[config.mk]
export PLATFORM = sky130hd
export DESIGN_NAME = onboth_driver
export DESIGN_NICKNAME = d
export VERILOG_FILES = /design/src/rtl/onboth_driver.sv
export SDC_FILE = /design/constraint.sdc
export NUM_CORES = 1
export LEC_CHECK = 0
export BUFFER_PORTS_ARGS = -buffer_cell sky130_fd_sc_hd__buf_4
export CAP_MARGIN = 15
export CORE_MARGIN = 5
export CORE_UTILIZATION = 44
export CTS_CLUSTER_DIAMETER = 40
export DETAILED_ROUTE_END_ITERATION = 16
export PLACE_DENSITY = 0.79
export RECOVER_POWER = 100
export SLEW_MARGIN = 10
export SYNTH_ARGS = -nofsm -noshare
export SYNTH_HDL_FRONTEND = slang
export SYNTH_SLANG_ARGS = --single-unit
[constraint.sdc]
create_clock -name clk -period 1.95 [get_ports clk]
set_input_delay 0.195 -clock clk [delete_from_list [all_inputs] [get_ports clk]]
set_output_delay 0.195 -clock clk [all_outputs]
set_load 0.01 [all_outputs]
[src/rtl/onboth_driver.sv]
// onboth_driver: holds `do` high for len cycles (0 = 16), then steps RELEASE/TAIL/ACK and pulses done.
// The strobe checker (g/x/f/r) is compiled in only when ONBOTH_DRIVER_CHECK_EN is defined.
module onboth_driver (
  input  logic       clk,
  input  logic       rst,
  input  logic       start_i,
  input  logic [3:0] len_i,
  input  logic       abort_i,
  input  logic       g_i,
  input  logic       x_i,
  input  logic       f_i,
  input  logic       r_i,
  output logic       do_o,
  output logic       busy_o,
  output logic       done_o,
  output logic       err_o,
  output logic [1:0] err_code_o
);

  typedef enum logic [2:0] {IDLE, DRIVE, RELEASE, TAIL, ACK} state_t;

  state_t     state_q, state_d;
  logic [3:0] cnt_q, cnt_d;
  logic       first_q, first_d;
  logic       do_q, do_d;
  logic       busy_q, busy_d;
  logic       done_q, done_d;
  logic       err_q, err_d;
  logic [1:0] code_q, code_d;
  logic       chk_fail;
  logic [1:0] chk_code;

`ifdef ONBOTH_DRIVER_CHECK_EN
  always_comb begin
    chk_fail = 1'b0;
    chk_code = 2'd0;
    case (state_q)
      DRIVE:   if (first_q && !g_i) begin chk_fail = 1'b1; chk_code = 2'd0; end
      RELEASE: if (!x_i)            begin chk_fail = 1'b1; chk_code = 2'd1; end
      TAIL:    if (!(f_i && g_i))   begin chk_fail = 1'b1; chk_code = 2'd2; end
      ACK:     if (!r_i)            begin chk_fail = 1'b1; chk_code = 2'd3; end
      default: ;
    endcase
  end
`else
  logic unused_strobes;
  assign unused_strobes = ^{g_i, x_i, f_i, r_i, first_q};
  assign chk_fail = 1'b0;
  assign chk_code = 2'd0;
`endif

  // Counter holds remaining DRIVE cycles minus one, so len=0 loads 15 and gives 16 cycles.
  always_comb begin
    state_d = state_q;
    cnt_d   = cnt_q;
    first_d = 1'b0;
    do_d    = 1'b0;
    done_d  = 1'b0;
    err_d   = err_q;
    code_d  = code_q;
    if (state_q != IDLE && abort_i) begin
      state_d = IDLE;
    end else begin
      if (chk_fail) begin
        err_d = 1'b1;
        if (!err_q) code_d = chk_code;
      end
      case (state_q)
        IDLE: begin
          if (start_i) begin
            state_d = DRIVE;
            cnt_d   = len_i - 4'd1;
            first_d = 1'b1;
            do_d    = 1'b1;
            err_d   = 1'b0;
            code_d  = 2'd0;
          end
        end
        DRIVE: begin
          if (cnt_q == 4'd0) begin
            state_d = RELEASE;
          end else begin
            cnt_d = cnt_q - 4'd1;
            do_d  = 1'b1;
          end
        end
        RELEASE: state_d = TAIL;
        TAIL:    state_d = ACK;
        ACK: begin
          state_d = IDLE;
          done_d  = !(err_q || chk_fail);
        end
        default: state_d = IDLE;
      endcase
    end
    busy_d = (state_d != IDLE);
  end

  always_ff @(posedge clk or posedge rst) begin
    if (rst) begin
      state_q <= IDLE;
      cnt_q   <= 4'd0;
      first_q <= 1'b0;
      do_q    <= 1'b0;
      busy_q  <= 1'b0;
      done_q  <= 1'b0;
      err_q   <= 1'b0;
      code_q  <= 2'd0;
    end else begin
      state_q <= state_d;
      cnt_q   <= cnt_d;
      first_q <= first_d;
      do_q    <= do_d;
      busy_q  <= busy_d;
      done_q  <= done_d;
      err_q   <= err_d;
      code_q  <= code_d;
    end
  end

  assign do_o       = do_q;
  assign busy_o     = busy_q;
  assign done_o     = done_q;
  assign err_o      = err_q;
  assign err_code_o = code_q;

endmodule

==> results of run 1 <==
kinds of logic after synthesis:
group,count (synthesis)
AO/OA/AOI/OAI,10
XOR/XNOR,2
adder cells (fa/ha/maj),1
buffers and inverters,7
flip-flops,10
multiplexers,5
other,1
AND/OR/NAND/NOR,21
final cells by class:
| class | instances | area (sq um) | share of cell area, % |
|---|---|---|---|
| Multi-Input combinational cell | 42 | 321.6 | 44.85 |
| Sequential cell | 10 | 250.2 | 34.90 |
| Timing Repair Buffer | 14 | 92.59 | 12.91 |
| Clock buffer | 3 | 22.52 | 3.141 |
| Tap cell | 15 | 18.77 | 2.618 |
| Inverter | 3 | 11.26 | 1.571 |
critical path, stage by stage (launching register included):
cell	delay, ns
dfrtp_1	0.38
nor2b_1	0.15
and2b_2	0.21
mux2i_1	0.26
ha_2	0.25
xor2_1	0.16
nand2_1	0.07
o22ai_1	0.14
o2bb2ai_1	0.13
cell usage in the layout, fill, tap and decap left out, types with 2 or more instances in the layout:
cell | netlist | final
nand2b_1 | 2 | 2
o2bb2ai_1 | 2 | 2
nor2b_1 | 3 | 3
nand2_1 | 2 | 2
inv_1 | 3 | 3
conb_1 | 1 | 3
dfrtp_1 | 10 | 10
buf_4 | 3 | 8
clkbuf_4 | 0 | 4
nor2_1 | 5 | 5
clkbuf_1 | 0 | 4
o21ai_0 | 2 | 2
xor2_1 | 2 | 2
mux2i_1 | 4 | 4
power by group:
| group | switching, W | total [W] | internal [W] | leakage, nW |
|---|---|---|---|---|
| Combinational | 0.000150 | 0.000307 | 0.000157 | 0.196 |
| Clock | 0.0000699 | 0.000141 | 0.0000714 | 0.0138 |
| Sequential | 0.0000671 | 0.000340 | 0.000272 | 0.123 |
cell usage after synthesis, types with 2 or more instances:
master and instances:
nand2b_1 2, nor2b_1 3, o2bb2ai_1 2, nor2_1 5, buf_4 3, nand2_1 2
inv_1 3, xor2_1 2, dfrtp_1 10, o21ai_0 2, mux2i_1 4
final timing paths:
kind | to | cells past startpoint | startpoint | slack (ns)
setup / recovery | cnt_q[2]$_DFFE_PP0P_ | 8 | state_q[1]$_DFF_PP0_ | 0.13
hold / removal | done_o$_DFF_PP0_ | 2 | abort_i | 0.11
setup reg to reg | cnt_q[2]$_DFFE_PP0P_ | 8 | state_q[1]$_DFF_PP0_ | 0.13
hold reg to reg | cnt_q[3]$_DFFE_PP0P_ | 1 | cnt_q[3]$_DFFE_PP0P_ | 0.56
max in group asynchronous | busy_o$_DFF_PP0_ | 3 | rst | 1.22
min in group asynchronous | do_o$_DFF_PP0_ | 3 | rst | 0.46
registers in the layout, indices dropped and copies added (netlist names):
| name | flops |
|---|---|
| busy_o | 1 |
| cnt_q | 4 |
| do_o | 1 |
| done_o | 1 |
| state_q | 3 |
timing repair:
action	CTS	global route
endpoints found under the hold margin	10	0
resized for setup	0	1
hold buffers	1	0
endpoints found under the setup margin	0	1
per-layer routing:
metal | wire, microns | track usage (%) | part of all wire (%)
met1 | 480 | 14.69 | 43
met2 | 563 | 19.79 | 51
met3 | 33 | 2.299 | 3.0
met4 | 35 | 8.287 | 3.2
met5 | 0 | 0 | 0
stage by stage:
stage	setup WS [ns]	cell area (sq um)
after floorplan	0.1685	619.3
after global placement	0.1492	708.2
after detailed placement	0.1309	708.2
after CTS	0.1077	740.7
after global routing	0.02261	716.9
final	0.1302	716.9
==> metrics.yaml, run 1 <==
status: "complete, no violations"
drive_gt1_share_pct: 27.78
gr-total-overflow: 0
yosys_warnings: 0
synth_ff_type: "dfrtp_1"
dp_cells: 83
post-dp-hpwl_microns: 895.5
root_buffer: "clkbuf_4"
yosys.area_share.simple_pct: 23.11
track_usage_pct: 12.30
worst_setup_path_start_kind: "flop"
n_fill_cell: 132
fmax_ghz: 0.5495
vdd_ir_drop_max_uv: 511.6
synth_seq_area_share_pct: 40.90
crit_fanout: 4
syn_inst: 57
routed_wl_microns: 1111
ys_ff_latch: 10
htreeDepth: 1
drcViolationCount: 0
row_count: 13
yosys-top-cells-area: "dfrtp_1 (41%), mux2i_1 (6.5%), o41ai_4 (4.5%), buf_4 (3.7%), nor4_4 (3.5%)"
power.leakage_nw: 0.3327
cts_max_path_buffers: 2
yosysTopAreaCellShare_pct: 40.90
grt_pass1_wl_microns: 1856
required_ns: 2.14
holdWs_ns: 0.1080
antenna_found_initial: 0
die_w_microns: 47.29
tightest_slew_ns: 0.5550
cp.arrival_ns: 2.01
final_util_pct: 55.10
core-area_sq_um: 1301
nNetsFinal: 87
grt_start_max_net_pins: 11
post_cts_buffers: 0
setup_viol: 0
period_needed_ns: 1.820
rsz0062_at_grt: "false"
period_share_pct: 93.32
fin_skew_ns: 0.001798
synth_mux_area_share_pct: 8.998
dieArea_sq_um: 2236
insertion_delay_ns: 0.27
antenna_left: 0
synth-edff-count: 0
drt-pass1-iter-count: 4
finalSetupTns_ns: 0
vias_per_cell: 5.241
final-hold-violation-count: 0
avgSynthCellArea_sq_um: 10.73
slew_viol_final: 0
synth_cell_types: 30
wl_per_cell_microns: 12.77
cts_tree: "built"
synth_adder_area_share_pct: 2.045
clock-sinks: 10
end_kind: "flop"
start_util_pct: 47.02
powerDensity_nw_per_um2: 1099
pin_count: 18
synth_compound_area_share_pct: 15.13
synth_xor_area_share_pct: 2.863
vias: 456
stdcell_count: 87
area_growth_pct: 17.18
p_total_w: 0.0007880
numCtsBuffers: 3
cap_violations: 0
path_clk_slew_ns: 0.06
yosysTopAreaCell: "dfrtp_1"
drt_iter0_drc: 6
synth_top_family_by_area: "simple AND/OR/NAND/NOR gates"
async_flop_share_pct: 100.0
n_antenna_cell: 0
die-height_microns: 47.29
maxSlewHeadroom_pct: 62.60
syn-cell-area_sq_um: 611.8
first_global_vias: 452
port_buffers: 10
place_congestion: 0.7981
hold_class: "in -> reg"
critPathKind: "reg -> reg"
No activity file was read; power rests on OpenSTA's default activity.
==> run 2: changes to the inputs <==
--- a/config.mk
+++ b/config.mk
@@ -7,12 +7,13 @@
 export LEC_CHECK = 0
 export BUFFER_PORTS_ARGS = -buffer_cell sky130_fd_sc_hd__buf_4
 export CAP_MARGIN = 15
-export CORE_MARGIN = 5
-export CORE_UTILIZATION = 44
+export CORE_MARGIN = 3
+export CORE_UTILIZATION = 43
 export CTS_CLUSTER_DIAMETER = 40
 export DETAILED_ROUTE_END_ITERATION = 16
-export PLACE_DENSITY = 0.79
+export PLACE_DENSITY = 0.8
 export RECOVER_POWER = 100
+export REMOVE_ABC_BUFFERS = 1
 export SLEW_MARGIN = 10
 export SYNTH_ARGS = -nofsm -noshare
 export SYNTH_HDL_FRONTEND = slang
==> constraint.sdc (replaced) <==
create_clock -name clk -period 1.5 [get_ports clk]
set_input_delay 0.15 -clock clk [delete_from_list [all_inputs] [get_ports clk]]
set_output_delay 0.15 -clock clk [all_outputs]
set_load 0.01 [all_outputs]
==> metrics.yaml, run 2 (synthesis results as in run 1) <==
required_ns: 1.71
final-hold-violation-count: 0
clock-sinks: 10
status: "finished, violations left"
grt_pass1_wl_microns: 2014
path_clk_slew_ns: 0.08
antenna_found_initial: 0
drive_gt1_share_pct: 39.24
largest_reg_flops: 4
first_global_vias: 451
mostFrequentLayoutCells: "buf_4 (15), dfrtp_1 (10), nor2_1 (5)"
wl_per_cell_microns: 13.29
hold_start: "abort_i"
vias_per_cell: 5.237
root_buffer: "clkbuf_4"
period_share_pct: 116.8
grt_start_max_net_pins: 11
dieArea_sq_um: 1911
cts_tree: "built"
drcViolationCount: 0
gr-total-overflow: 0
dp_cells: 85
vias: 487
r2r_slack_ns: -0.25
cp.arrival_ns: 1.96
power.leakage_nw: 0.3752
place_congestion: 0.8583
hold_class: "in -> reg"
top_register: "cnt_q"
finalSetupTns_ns: -0.4769
setup_ws_ns: -0.2517
setup_viol: 3
end_kind: "flop"
drt-pass1-iter-count: 4
critPathKind: "reg -> reg"
track_usage_pct: 14.93
drt_iter0_drc: 3
n_fill_cell: 93
fin_skew_ns: 0.003819
n_antenna_cell: 0
core-area_sq_um: 1216
die_w_microns: 43.72
fmax_ghz: 0.5709
vdd_ir_drop_max_uv: 801.2
cap_violations: 0
r2r_cells: 8
insertion_delay_ns: 0.27
crit_fanout: 3
r2r_start: "state_q[0]$_DFF_PP0_"
htreeDepth: 1
min_to: "done_o$_DFF_PP0_"
worst_setup_path_start_kind: "flop"
min_path_cells: 2
cts_max_path_buffers: 2
mostFrequentLayoutCell: "buf_4"
antenna_left: 0
area_growth_pct: 30.88
violations: "negative setup slack"
die-height_microns: 43.72
powerDensity_nw_per_um2: 1524
port_buffers: 10
row_count: 12
start_util_pct: 50.31
stdcell_count: 93
period_needed_ns: 1.752
nNetsFinal: 93
biggestRegsByFlops: "cnt_q x4, state_q x3"
numCtsBuffers: 3
rsz0062_at_grt: "true"
r2r_end: "cnt_q[2]$_DFFE_PP0P_"
pin_count: 18
routed_wl_microns: 1236
slew_viol_final: 0
startpoint: "state_q[0]$_DFF_PP0_"
post-dp-hpwl_microns: 862.8
run 2: cell count changes in the layout (fill, tap and decap cells not counted):
cell	change
o41ai_4	+1
nor3b_1	-1
nor2b_2	+1
nor3b_2	+1
clkbuf_8	+1
o41ai_2	-1
clkbuf_1	-1
mux2i_1	-1
nor2b_1	-1
mux2i_2	+1
buf_4	+7
run 2: routing by layer:
layer	track usage (%)	up-vias	part of all wire, %
met4	12.65	0	3.7
li1	-	241	-
met1	18.07	229	46
met3	3.734	5	4.9
met2	21.80	12	46
met5	0	-	0
run 2: worst max-delay path by stage:
stage	endpoint	cells past startpoint
after global placement	cnt_q[2]$_DFFE_PP0P_	8
after global routing	cnt_q[2]$_DFFE_PP0P_	8
final	cnt_q[2]$_DFFE_PP0P_	8
after detailed placement	cnt_q[2]$_DFFE_PP0P_	8
after floorplan	cnt_q[2]$_DFFE_PP0P_	8
after CTS	cnt_q[2]$_DFFE_PP0P_	8
run 2: per-stage QoR:
step                hold slack [ns]  cell area, sq um  worst slack [ns]  utilization [%]  total power [W]
floorplan                 -0.009822             591.8           -0.2589                -        0.0007501
global placement             0.1522             729.5           -0.1811            59.98        0.0009046
detailed placement           0.1579             729.5           -0.2654            59.98        0.0009196
CTS                         0.04143             797.0           -0.2658            65.54         0.001224
global route                0.04780             800.8           -0.3602            65.84         0.001310
finish                      0.05419             800.8           -0.2517            65.84         0.001221
run 2: what timing repair did:
| item | 4_1_cts | 5_1_grt |
|---|---|---|
| resized for setup | 2 | 2 |
| buffers inserted | 3 | 2 |
| endpoints found under the hold margin | 10 | 0 |
| pin swaps | 3 | 2 |
| hold buffers | 1 | 0 |
| setup endpoints to repair | 3 | 4 |
run 2: area by class of cell:
type                            count  area [sq um]  share of cell area, %
Clock buffer                        4         36.28                  4.531
Multi-Input combinational cell     42         344.1                  42.97
Tap cell                           14         17.52                  2.188
Inverter                            3         11.26                  1.406
Timing Repair Buffer               20         141.4                  17.66
Sequential cell                    10         250.2                  31.25
run 2: report_power, final:
| group | switching [W] | total, W | internal (W) | leakage (nW) |
|---|---|---|---|---|
| registers | 0.0000918 | 0.000445 | 0.000354 | 0.123 |
| clock network | 0.000108 | 0.000255 | 0.000148 | 0.0210 |
| logic | 0.000227 | 0.000520 | 0.000293 | 0.231 |
run 2: worst max-delay path, cell delays in order (launching register included):
cell and delay [ns]:
dfrtp_1 0.38, nor2b_2 0.16, and2b_2 0.22, mux2i_2 0.22, ha_2 0.23, xor2_1 0.14, nand2_1 0.07, o22ai_1 0.14
o2bb2ai_1 0.12
